$ cat src/rtl/tour_pkg.sv
// ---------------------------------------------------------------------------
// tour_pkg
//   Shared definitions for the knight's-tour command sequencer:
//   - robot command opcodes and heading constants
//   - one-hot knight move encodings
//   - sequencer FSM state type
//   - helper to pack a robot command word
//   Optional feature macro used by the top: TOUR_CMD_ABORT_EN.
// ---------------------------------------------------------------------------
package tour_pkg;

    // Robot command word: [15:12] opcode, [11:4] heading, [3:0] squares.
    localparam logic [3:0] OP_ABORT    = 4'h0;
    localparam logic [3:0] OP_MOVE     = 4'h2;
    localparam logic [3:0] OP_MOVE_FAN = 4'h3;

    localparam logic [7:0] HDG_N = 8'h00;
    localparam logic [7:0] HDG_W = 8'h3F;
    localparam logic [7:0] HDG_S = 8'h7F;
    localparam logic [7:0] HDG_E = 8'hBF;

    // One-hot knight moves as stored by the solver, with their (dx,dy).
    localparam logic [7:0] MV_P1_P2 = 8'h01;  // (+1,+2)
    localparam logic [7:0] MV_M1_P2 = 8'h02;  // (-1,+2)
    localparam logic [7:0] MV_M2_P1 = 8'h04;  // (-2,+1)
    localparam logic [7:0] MV_M2_M1 = 8'h08;  // (-2,-1)
    localparam logic [7:0] MV_M1_M2 = 8'h10;  // (-1,-2)
    localparam logic [7:0] MV_P1_M2 = 8'h20;  // (+1,-2)
    localparam logic [7:0] MV_P2_M1 = 8'h40;  // (+2,-1)
    localparam logic [7:0] MV_P2_P1 = 8'h80;  // (+2,+1)

    localparam int         NUM_MOVES_DEF = 24;
    localparam logic [7:0] RESP_ACK_DEF  = 8'hA5;
    localparam logic [7:0] RESP_PROG_DEF = 8'h5A;

    typedef enum logic [2:0] {
        ST_IDLE      = 3'd0,
        ST_VERT      = 3'd1,
        ST_HOLD_VERT = 3'd2,
        ST_HORZ      = 3'd3,
        ST_HOLD_HORZ = 3'd4
    } tour_cmd_state_t;

    function automatic logic [15:0] mk_cmd(input logic [3:0] op,
                                           input logic [7:0] hdg,
                                           input logic [3:0] sq);
        return {op, hdg, sq};
    endfunction

endpackage

$ cat src/rtl/tour_move_decode.sv
// ---------------------------------------------------------------------------
// tour_move_decode
//   Pure combinational split of a one-hot knight move into two robot legs:
//   the vertical leg (plain move) and the horizontal leg (move with fanfare).
//   A move that is not one-hot yields all-zero commands.
// Ports:
//   move     in  8   one-hot knight move
//   vert_cmd out 16  vertical leg command
//   horz_cmd out 16  horizontal leg command
// ---------------------------------------------------------------------------
module tour_move_decode
    import tour_pkg::*;
(
    input  logic [7:0]  move,
    output logic [15:0] vert_cmd,
    output logic [15:0] horz_cmd
);

    always_comb begin
        vert_cmd = 16'h0000;
        horz_cmd = 16'h0000;
        case (move)
            MV_P1_P2: begin
                vert_cmd = mk_cmd(OP_MOVE,     HDG_N, 4'd2);
                horz_cmd = mk_cmd(OP_MOVE_FAN, HDG_E, 4'd1);
            end
            MV_M1_P2: begin
                vert_cmd = mk_cmd(OP_MOVE,     HDG_N, 4'd2);
                horz_cmd = mk_cmd(OP_MOVE_FAN, HDG_W, 4'd1);
            end
            MV_M2_P1: begin
                vert_cmd = mk_cmd(OP_MOVE,     HDG_N, 4'd1);
                horz_cmd = mk_cmd(OP_MOVE_FAN, HDG_W, 4'd2);
            end
            MV_M2_M1: begin
                vert_cmd = mk_cmd(OP_MOVE,     HDG_S, 4'd1);
                horz_cmd = mk_cmd(OP_MOVE_FAN, HDG_W, 4'd2);
            end
            MV_M1_M2: begin
                vert_cmd = mk_cmd(OP_MOVE,     HDG_S, 4'd2);
                horz_cmd = mk_cmd(OP_MOVE_FAN, HDG_W, 4'd1);
            end
            MV_P1_M2: begin
                vert_cmd = mk_cmd(OP_MOVE,     HDG_S, 4'd2);
                horz_cmd = mk_cmd(OP_MOVE_FAN, HDG_E, 4'd1);
            end
            MV_P2_M1: begin
                vert_cmd = mk_cmd(OP_MOVE,     HDG_S, 4'd1);
                horz_cmd = mk_cmd(OP_MOVE_FAN, HDG_E, 4'd2);
            end
            MV_P2_P1: begin
                vert_cmd = mk_cmd(OP_MOVE,     HDG_N, 4'd1);
                horz_cmd = mk_cmd(OP_MOVE_FAN, HDG_E, 4'd2);
            end
            default: begin
                vert_cmd = 16'h0000;
                horz_cmd = 16'h0000;
            end
        endcase
    end

endmodule

$ cat src/rtl/tour_cmd_seq.sv
// ---------------------------------------------------------------------------
// tour_cmd_seq
//   Replays the solved knight's tour as robot commands. Each stored move
//   becomes a vertical leg followed by a horizontal leg with fanfare. While
//   idle, UART commands pass straight through to the command processor.
//
//   Handshake (both the UART side and the processor side): cmd_rdy is the
//   valid and stays high with cmd stable until the consumer pulses
//   clr_cmd_rdy for one cycle; the consumer later pulses send_resp when the
//   command has been executed, and resp is valid in that cycle.
//
//   Optional macro TOUR_CMD_ABORT_EN: when defined, a UART command with
//   opcode 4'h0 arriving mid-tour aborts back to IDLE (and is consumed).
//   When undefined, UART traffic is ignored until the tour completes.
//
// Ports:
//   clk, rst_n          clock, asynchronous active-low reset
//   start_tour          pulse: begin replay (honoured only in IDLE)
//   move[7:0]           one-hot move at mv_indx, from the solver
//   mv_indx[4:0]        index of the move being replayed
//   cmd_UART[15:0]      command from the UART wrapper
//   cmd_rdy_UART        UART command valid
//   clr_cmd_rdy_UART    consume strobe to the UART wrapper
//   cmd[15:0]           command to the command processor
//   cmd_rdy             command valid
//   clr_cmd_rdy         processor has taken cmd
//   send_resp           processor finished the current command
//   resp[7:0]           response byte to the UART
//   state_dbg[2:0]      current FSM state (tour_cmd_state_t encoding)
// ---------------------------------------------------------------------------
module tour_cmd_seq
    import tour_pkg::*;
#(
    parameter int         NUM_MOVES = NUM_MOVES_DEF,
    parameter logic [7:0] RESP_ACK  = RESP_ACK_DEF,
    parameter logic [7:0] RESP_PROG = RESP_PROG_DEF
) (
    input  logic        clk,
    input  logic        rst_n,
    input  logic        start_tour,
    input  logic [7:0]  move,
    output logic [4:0]  mv_indx,
    input  logic [15:0] cmd_UART,
    input  logic        cmd_rdy_UART,
    output logic        clr_cmd_rdy_UART,
    output logic [15:0] cmd,
    output logic        cmd_rdy,
    input  logic        clr_cmd_rdy,
    input  logic        send_resp,
    output logic [7:0]  resp,
    output logic [2:0]  state_dbg
);

    localparam logic [4:0] LAST_IDX = 5'(NUM_MOVES - 1);

    tour_cmd_state_t state_q, state_nxt;
    logic [4:0]      mv_indx_q, mv_indx_nxt;
    logic [15:0]     vert_cmd, horz_cmd;
    logic            last_move;
    logic            abort;

    tour_move_decode u_decode (
        .move     (move),
        .vert_cmd (vert_cmd),
        .horz_cmd (horz_cmd)
    );

    assign last_move = (mv_indx_q == LAST_IDX);
    assign mv_indx   = mv_indx_q;
    assign state_dbg = state_q;

`ifdef TOUR_CMD_ABORT_EN
    assign abort = (state_q != ST_IDLE) && cmd_rdy_UART &&
                   (cmd_UART[15:12] == OP_ABORT);
`else
    assign abort = 1'b0;
`endif

    // State register (mv_indx advances together with the state).
    always_ff @(posedge clk or negedge rst_n) begin
        if (!rst_n) begin
            state_q   <= ST_IDLE;
            mv_indx_q <= 5'd0;
        end else begin
            state_q   <= state_nxt;
            mv_indx_q <= mv_indx_nxt;
        end
    end

    // Next-state logic. Strobes that do not belong to the current state
    // (start_tour mid-tour, clr_cmd_rdy while holding, send_resp while
    // offering a leg) fall through to "stay".
    always_comb begin
        state_nxt   = state_q;
        mv_indx_nxt = mv_indx_q;
        case (state_q)
            ST_IDLE: begin
                if (start_tour) begin
                    state_nxt   = ST_VERT;
                    mv_indx_nxt = 5'd0;
                end
            end
            ST_VERT: begin
                if (clr_cmd_rdy) state_nxt = ST_HOLD_VERT;
            end
            ST_HOLD_VERT: begin
                if (send_resp) state_nxt = ST_HORZ;
            end
            ST_HORZ: begin
                if (clr_cmd_rdy) state_nxt = ST_HOLD_HORZ;
            end
            ST_HOLD_HORZ: begin
                if (send_resp) begin
                    if (last_move) begin
                        state_nxt = ST_IDLE;
                    end else begin
                        state_nxt   = ST_VERT;
                        mv_indx_nxt = mv_indx_q + 5'd1;
                    end
                end
            end
            default: begin
                state_nxt   = ST_IDLE;
                mv_indx_nxt = 5'd0;
            end
        endcase
        if (abort) begin
            state_nxt   = ST_IDLE;
            mv_indx_nxt = 5'd0;
        end
    end

    // Output logic. During HOLD_* the leg stays on cmd but is not valid.
    always_comb begin
        cmd              = vert_cmd;
        cmd_rdy          = 1'b0;
        clr_cmd_rdy_UART = 1'b0;
        resp             = RESP_PROG;
        case (state_q)
            ST_IDLE: begin
                cmd              = cmd_UART;
                cmd_rdy          = cmd_rdy_UART;
                clr_cmd_rdy_UART = clr_cmd_rdy;
                resp             = RESP_ACK;
            end
            ST_VERT: begin
                cmd_rdy = 1'b1;
            end
            ST_HOLD_VERT: begin
                cmd_rdy = 1'b0;
            end
            ST_HORZ: begin
                cmd     = horz_cmd;
                cmd_rdy = 1'b1;
            end
            ST_HOLD_HORZ: begin
                cmd = horz_cmd;
                if (last_move) resp = RESP_ACK;
            end
            default: begin
                cmd = vert_cmd;
            end
        endcase
        if (abort) clr_cmd_rdy_UART = 1'b1;
    end

endmodule
$ cat config.mk
export PLATFORM = sky130hd
export DESIGN_NAME = tour_cmd_seq
export DESIGN_NICKNAME = d
export VERILOG_FILES = /design/src/rtl/tour_pkg.sv /design/src/rtl/tour_move_decode.sv /design/src/rtl/tour_cmd_seq.sv
export SDC_FILE = /design/constraint.sdc
export NUM_CORES = 1
export LEC_CHECK = 0
export ABC_AREA = 1
export BUFFER_PORTS_ARGS = -buffer_cell sky130_fd_sc_hd__buf_2
export CAP_MARGIN = 5
export CORE_UTILIZATION = 44
export CTS_CLUSTER_SIZE = 30
export DETAILED_ROUTE_END_ITERATION = 10
export PLACE_DENSITY = 0.84
export SETUP_SLACK_MARGIN = 0.02
export SLEW_MARGIN = 20
export SYNTH_ARGS = -nofsm -noshare
export SYNTH_HDL_FRONTEND = slang
export SYNTH_SLANG_ARGS = --single-unit
$ cat constraint.sdc
create_clock -name clk -period 3.09 [get_ports clk]
set_input_delay 0.618 -clock clk [delete_from_list [all_inputs] [get_ports clk]]
set_output_delay 0.618 -clock clk [all_outputs]
set_load 0.05 [all_outputs]
==> flow_summary.yaml, run 1 <==
setup_path:
  reg2reg_slack_ps: 1620
  worstPathCellList: "inv_2 > nand2_2 > nor2_4 > inv_1 > o21ai_0 > nand2_1 > buf_2"
  endpoint_kind: "output port"
  path_class: "flop to output port"
  worstPathRequired_ps: 2470
  slowest_delay_ps: 420
  start_kind: "flop"
  cp_max_fo: 17
  cp_data_arrival_time_ps: 1860
  r2r_cells: 8
  slowest_stage: "dfrtp_1"
floorplanning:
  rows: 16
  boundaryPins: 64
  core_um2: 2022
  die_h_um: 48.86
  start_util: 0.4777
  die_w_um: 48.86
  dieArea_um2: 2387
timing:
  min_period_ps: 2473
  post-route-period-util: 0.8004
  max_slew.worst_pin.slew_ps: 405.1
  drv_slew: 0
  final.setup.tns_ps: 0
  fmax_mhz: 404.3
  finClkSkew_ps: 2.097
  finalSetupViolations: 0
  relSlewSlack: 0.7293
  rsz0062_at_grt: "no"
  hold_viol: 0
global_route:
  track_usage: 0.2026
  grt_pass1_wl_mm: 3.960
  grt_overflow: 0
  grt_max_degree: 18
  grt_pass1_vias: 1045
  antenna_found_initial: 0
synthesis:
  syn_area_um2: 965.9
  ys_warn_count: 0
  synthesis.nets: 202
  synthTopCellsByArea: "dfrtp_1 21%, nand2_1 19%, inv_1 10%, nor2_1 10%, nand3_1 8.8%"
  synth_top_area_frac: 0.2073
  ys_seq_area_frac: 0.2073
  yosys.area.top_type: "dfrtp_1"
  synth_cell_types: 22
  syn_inst: 171
  avgSynthCellArea_um2: 5.649
  synth_seq_cells: 8
cells_and_area:
  n_antenna_cell: 0
  final_cell_mix: "63 x buf_2, 50 x nand2_1, 27 x inv_1, 26 x nor2_1, 17 x nand3_1"
  area_growth_pct: 33.55
  fin_nets: 263
  layout_commonest_cell: "buf_2"
  fin_util: 0.6380
  drive_gt1_frac: 0.3696
placed_design:
  place.gp.congestion: 0.7979
  io_buffers: 63
  hpwl_mm: 1.812
clock_tree:
  cts_hold_buffers: 0
  cts_resized: 0
  cts_tree: "built"
  cts.path.max_buffers: 2
  cts_htree_levels: 1
  cts_buffers: 3
  clk-insertion-delay-late_ps: 250
  cts_setup_buffers: 0
  clk_pin_slew_ps: 50
  cts_num_sinks: 8
  clockRootBuffer: "clkbuf_4"
min_path:
  worstHoldPathType: "primary input to async pin"
job:
  maxCapViolCount: 0
pwr:
  vdd_ir_drop_max_mv: 0.8207
  p_leak_nw: 0.8947
  power_density_nw_per_um2: 1145
route:
  drtAntennaViolNets: 0
  vias: 1147
  avgRoutedWirePerCell_um: 8.362
  drc: 0
  routed_wl_mm: 2.149
  via_per_inst: 4.463
  drtIter0Drc: 8
  firstDrtPassIters: 4
run_status:
  status: "complete, no violations"
==> where the power goes <==
part           leakage [nW]  switching [mW]  total (mW)  internal (mW)
registers             0.107          0.0394       0.170          0.130
clock network        0.0138          0.0340      0.0783         0.0443
logic                 0.774           0.970        1.23          0.260
==> final cells by class <==
class	count	area (µm²)
Clock buffer	3	22.52
Tap cell	27	33.78
Multi-Input combinational cell	126	605.6
Fill cell	224	732.0
Inverter	30	112.6
Sequential cell	8	200.2
Timing Repair Buffer	63	315.3
==> logic make-up (layout without fill, tap and decap cells) <==
group / count (synthesis) / in the layout / synth area share
AOI/OAI and AO/OA: 8 / 8 / 0.04404
adders and majority gates: 1 / 1 / 0.01295
DFF: 8 / 8 / 0.2073
xor gates and xnor gates: 3 / 3 / 0.02721
and+or+nand+nor: 114 / 114 / 0.5401
buffers and inverters: 37 / 96 / 0.1684
==> stage by stage <==
step                      worst slack, ps  std cells  hold slack, ps  area (µm²)  power (mW)
after floorplan                     102.0        171           322.4       968.4       1.236
after global placement              683.3        254           468.1        1267       1.403
after detailed placement            647.4        254           473.0        1267       1.407
after CTS                           584.0        257           195.6        1290       1.491
after global routing                416.0        257           203.2        1290       1.573
final                               616.7        257           202.0        1290       1.477
==> critical path, delay by kind of cell, from the launching register on <==
| family | cells | cell delay [ps] |
|---|---|---|
| flops | 1 | 420 |
| compound gates | 1 | 210 |
| buf+inv | 3 | 510 |
| simple gates | 3 | 470 |
==> metal layers <==
metal / vias up / share of wire / GRT usage
li1: 640 / - / -
met1: 473 / 0.44 / 0.2287
met2: 32 / 0.49 / 0.3727
met3: 2 / 0.057 / 0.03738
met4: 0 / 0.0088 / 0.07843
met5: - / 0 / 0
==> registers in the layout, indices dropped and copies added (netlist names) <==
| signal | cells |
|---|---|
| state_dbg | 3 |
| mv_indx | 5 |
==> cells in the mapped netlist, drive strengths merged <==
library cell,instances
o21ai,6
ha,1
nor2,32
a21oi,1
a22oi,1
nor3,1
nand3,18
nand2,59
dfrtp,8
xnor2,1
xor2,2
buf,7
inv,30
nand4,4
==> worst paths after layout <==
path | start | endpoint
min | rst_n | mv_indx[2]$_DFFE_PN0P_
max | state_dbg[0]$_DFFE_PN0P_ | cmd[13]
min in group clk | mv_indx[2]$_DFFE_PN0P_ | mv_indx[2]$_DFFE_PN0P_
max reg2reg | state_dbg[0]$_DFFE_PN0P_ | state_dbg[0]$_DFFE_PN0P_
min reg2reg | mv_indx[2]$_DFFE_PN0P_ | mv_indx[2]$_DFFE_PN0P_
max in group asynchronous | rst_n | state_dbg[0]$_DFFE_PN0P_
Note: power is estimated with default switching activity, not from simulation.
==> run 2, diff against run 1 <==
- CORE_UTILIZATION: 44 -> 38
- PLACE_DENSITY: 0.84 -> 0.77
- clock period: 3.09 -> 2.25 ns (I/O delays scaled with it)
==> flow_summary.yaml, run 2 (same netlist as run 1, synthesis figures left out) <==
placed_design:
  place_inst: 256
  place.gp.congestion: 0.7898
  hpwl_mm: 1.865
  dpl_worst_slack_ps: 137.5
  io_buffers: 63
global_route:
  track_usage: 0.1749
  antenna_found_initial: 0
  grt_pass1_wl_mm: 3.663
  grt_max_degree: 11
  grt_pass1_vias: 985
  grt_overflow: 0
cells_and_area:
  drive_gt1_frac: 0.4364
  largest_reg_flops: 5
  area_growth_pct: 42.23
  layoutNonFillerInstCount: 264
  n_antenna_cell: 0
  final_cell_mix: "62 x buf_2, 49 x nand2_1, 24 x inv_1, 22 x nor2_1, 17 x nand3_1"
  fin_nets: 268
  layout_commonest_cell: "buf_2"
setup_path:
  cp_data_arrival_time_ps: 1670
  slowest_stage: "dfrtp_2"
  cp_max_fo: 7
  path_class: "flop to output port"
  worstPathCellList: "inv_2 > nand2_2 > nor2_4 > buf_4 > buf_4 > nor2_4 > clkinvlp_4 > buf_2"
  endpoint_kind: "output port"
  worstPathRequired_ps: 1800
  slowest_delay_ps: 430
  start_kind: "flop"
job:
  maxCapViolCount: 0
route:
  drtIter0Drc: 15
  avgRoutedWirePerCell_um: 8.629
  drtAntennaViolNets: 0
  via_per_inst: 4.436
  routed_wl_mm: 2.278
  vias: 1171
  drc: 0
  firstDrtPassIters: 4
pwr:
  vdd_ir_drop_max_mv: 0.8491
  p_leak_nw: 0.9202
  power_density_nw_per_um2: 1565
clock_tree:
  cts_num_sinks: 8
  cts_hold_buffers: 0
  clk-insertion-delay-late_ps: 250
  cts.path.max_buffers: 2
  clk_pin_slew_ps: 60
  cts_tree: "built"
  cts_htree_levels: 1
  clockRootBuffer: "clkbuf_4"
  cts_buffers: 3
timing:
  hold_viol: 0
  fmax_mhz: 470.8
  fin_ws_ps: 126.1
  drv_slew: 0
  relSlewSlack: 0.8110
  max_slew.worst_pin.slew_ps: 283.4
  finalSetupViolations: 0
  rsz0062_at_grt: "no"
  min_period_ps: 2124
  finClkSkew_ps: 5.263
  final.setup.tns_ps: 0
  post-route-period-util: 0.9440
floorplanning:
  dieArea_um2: 2747
  boundaryPins: 64
  start_util: 0.4205
  core_um2: 2297
  die_h_um: 52.42
  die_w_um: 52.42
  rows: 17
min_path:
  worstHoldPathType: "primary input to async pin"
run_status:
  status: "complete, no violations"
-- run 2: report_power, final --
group / switching [mW] / internal [mW]
logic: 1.36 / 0.432
registers: 0.0562 / 0.183
clock network: 0.0509 / 0.0680
total: 1.47 / 0.684
-- run 2: path summary, 6_finish.rpt --
kind | slack, ps | from | depth (start not counted) | end
worst max register to register | 750 | state_dbg[1]$_DFFE_PN0P_ | 11 | mv_indx[2]$_DFFE_PN0P_
max in group asynchronous | 2030 | rst_n | 1 | mv_indx[0]$_DFFE_PN0P_
worst max-delay path | 130 | state_dbg[0]$_DFFE_PN0P_ | 8 | resp[0]
min in group clk | 500 | send_resp | 4 | state_dbg[2]$_DFFE_PN0P_
worst min-delay path | 30 | rst_n | 1 | state_dbg[2]$_DFFE_PN0P_
worst min register to register | 530 | mv_indx[0]$_DFFE_PN0P_ | 2 | mv_indx[0]$_DFFE_PN0P_
-- run 2: metal layers --
metal,global-route usage,up-vias,wire length (µm)
li1,-,649,-
met1,0.1916,485,1010
met2,0.3291,35,1097
met3,0.02029,2,151
met4,0.07895,0,19
met5,0,-,0
-- run 2: layout make-up --
cell class                 count  area [µm²]
inverter                      30       116.4
clock buffer                   4       26.28
fill                         247       923.4
tap                           28       35.03
multi-input combinational    126       635.6
timing repair buffer          68       355.3
sequential                     8       205.2
-- run 2: what timing repair did --
item | CTS | global route
buffers inserted | 0 | 4
gates resized for setup | 0 | 5
endpoints found under the hold margin | 0 | 0
setup endpoints to repair | 0 | 12
-- run 2: worst max-delay path, delay by kind of cell, from the launching register on --
family	cells	cell delay, ps
AND/OR/NAND/NOR	3	330
buffers and inverters	5	660
flip-flops	1	430
-- run 2: through the flow --
stage	hold WS [ps]	total power, mW	util	area (µm²)
global placement	301.6	1.971	0.5692	1308
finish	31.24	2.150	0.5980	1374
detailed placement	301.4	1.972	0.5692	1308
CTS	23.75	2.100	0.5806	1334
floorplan	154.4	1.775	-	1022
global route	24.50	2.296	0.5980	1374
==> run 3, diff against run 2 <==
- CELL_PAD_IN_SITES_DETAIL_PLACEMENT: default -> 2
- CELL_PAD_IN_SITES_GLOBAL_PLACEMENT: default -> 2
- CORE_MARGIN: default -> 1
- CORE_UTILIZATION: 38 -> 17
- PLACE_DENSITY: 0.77 -> default
- PLACE_DENSITY_LB_ADDON: default -> 0.1
==> flow_summary.yaml, run 3 (same netlist as run 1, synthesis figures left out) <==
job:
  maxCapViolCount: 0
route:
  drtIter0Drc: 17
  drc: 0
  vias: 1255
  drtAntennaViolNets: 0
  avgRoutedWirePerCell_um: 11.35
  firstDrtPassIters: 4
  via_per_inst: 4.088
  routed_wl_mm: 3.483
timing:
  whs_ps: 63.33
  min_period_ps: 2083
  post-route-period-util: 0.9256
  finClkSkew_ps: 5.329
  relSlewSlack: 0.8015
  rsz0062_at_grt: "no"
  fin_ws_ps: 167.3
  fmax_mhz: 480.2
  final.setup.tns_ps: 0
  drv_slew: 0
  max_slew.worst_pin.slew_ps: 297.8
  hold_viol: 0
  finalSetupViolations: 0
pwr:
  swShare: 0.6716
  vdd_ir_drop_max_mv: 0.6129
  seq_power_share: 0.106
  p_switching_mw: 1.535
  power_density_nw_per_um2: 1552
  p_int_uw: 750.8
  p_comb_frac: 0.812
  pwr-share-clk: 0.082
  totalPowerFinal_mw: 2.286
  p_leak_nw: 0.9239
cells_and_area:
  layout_commonest_cell: "buf_2"
  drive_gt1_frac: 0.4340
  final_area_um2: 1473
  n_antenna_cell: 0
  area_growth_pct: 52.46
  layoutNonFillerInstCount: 307
  final_cell_mix: "56 x buf_2, 49 x nand2_1, 25 x inv_1, 21 x nor2_1, 17 x nand3_1"
  fin_util: 0.2674
  fin_nets: 267
  largest_reg_flops: 5
  n_fill_cell: 713
global_route:
  grt_overflow: 0
  track_usage: 0.1196
  grt_pass1_wl_mm: 5.823
  grt_pass1_vias: 1240
  antenna_found_initial: 0
  grt_max_degree: 13
setup_path:
  worstPathRequired_ps: 1800
  start_kind: "flop"
  endpoint_kind: "output port"
  path_class: "flop to output port"
  cp_max_fo: 8
  cp_data_arrival_time_ps: 1630
placed_design:
  place_inst: 300
  hpwl_mm: 2.986
  dpl_worst_slack_ps: -2.655
  place.gp.congestion: 0.7023
  io_buffers: 63
  placed_cell_area_um2: 1363
min_path:
  worstHoldPathType: "primary input to async pin"
run_status:
  status: "complete, no violations"
floorplanning:
  rows: 27
  boundaryPins: 64
  die_h_um: 77.38
  die_w_um: 77.38
  core_um2: 5507
  dieArea_um2: 5988
  start_util: 0.1754
clock_tree:
  clk-insertion-delay-late_ps: 230
  clk_pin_slew_ps: 50
  cts_buffers: 3
  cts_hold_buffers: 0
  cts_tree: "built"
  cts_num_sinks: 8
  cts_htree_levels: 1
  clockRootBuffer: "clkbuf_8"
  cts.path.max_buffers: 2
[run 3: cell types whose count changed in the layout (fill, tap and decap cells not counted)]
cell,before,now
nand2_4,2,3
clkbuf_4,4,6
nor2_4,5,7
nor2_1,22,21
inv_2,5,4
inv_1,24,25
nand2_2,8,7
buf_2,62,56
clkbuf_8,0,3
nor2_2,5,4
[run 3: worst paths after layout]
path | start | endpoint | slack (ps) | depth (start not counted)
max | state_dbg[1]$_DFFE_PN0P_ | cmd[6] | 170 | 7
min | rst_n | state_dbg[0]$_DFFE_PN0P_ | 60 | 1
max reg2reg | state_dbg[0]$_DFFE_PN0P_ | mv_indx[1]$_DFFE_PN0P_ | 730 | 11
min reg2reg | mv_indx[1]$_DFFE_PN0P_ | mv_indx[1]$_DFFE_PN0P_ | 520 | 2
max in group asynchronous | rst_n | mv_indx[1]$_DFFE_PN0P_ | 1980 | 1
min in group clk | mv_indx[1]$_DFFE_PN0P_ | mv_indx[1]$_DFFE_PN0P_ | 520 | 2
[run 3: worst max-delay path, stage by stage (launching register included)]
cell	delay (ps)
dfrtp_2	430
nor2_2	180
nand2_4	130
nand2_4	140
nor2_4	50
nand2_2	130
nand3_1	100
clkbuf_4	220
[run 3: power groups by stage]
| stage | logic [mW] | registers [mW] | clock network (mW) |
|---|---|---|---|
| 4_1_cts | 1.80 | 0.245 | 0.199 |
| 3_3_place_gp | 1.79 | 0.246 | 0 |
| 5_1_grt | 1.98 | 0.251 | 0.202 |
| 6_report | 1.86 | 0.243 | 0.187 |
| 3_5_place_dp | 1.79 | 0.247 | 0 |
| 2_1_floorplan | 1.42 | 0.351 | 0 |
[run 3: timing repair]
item                       CTS  global route
resized for setup            2            12
pin swaps                    0             1
buffers inserted             0             3
setup endpoints to repair    7            12
[run 3: final cells by class]
class	instances	area [µm²]	area share
Clock buffer	4	45.04	0.03059
Inverter	30	116.4	0.07901
Multi-Input combinational cell	126	653.1	0.4435
Sequential cell	8	205.2	0.1393
Tap cell	72	90.09	0.06117
Timing Repair Buffer	67	362.8	0.2464
[run 3: metal layers]
metal | up-vias | track usage | wire length (µm)
li1 | 641 | - | -
met1 | 576 | 0.1511 | 1619
met3 | 4 | 0.01647 | 128
met4 | 0 | 0.03396 | 28
met5 | - | 0 | 0
met2 | 34 | 0.2097 | 1707
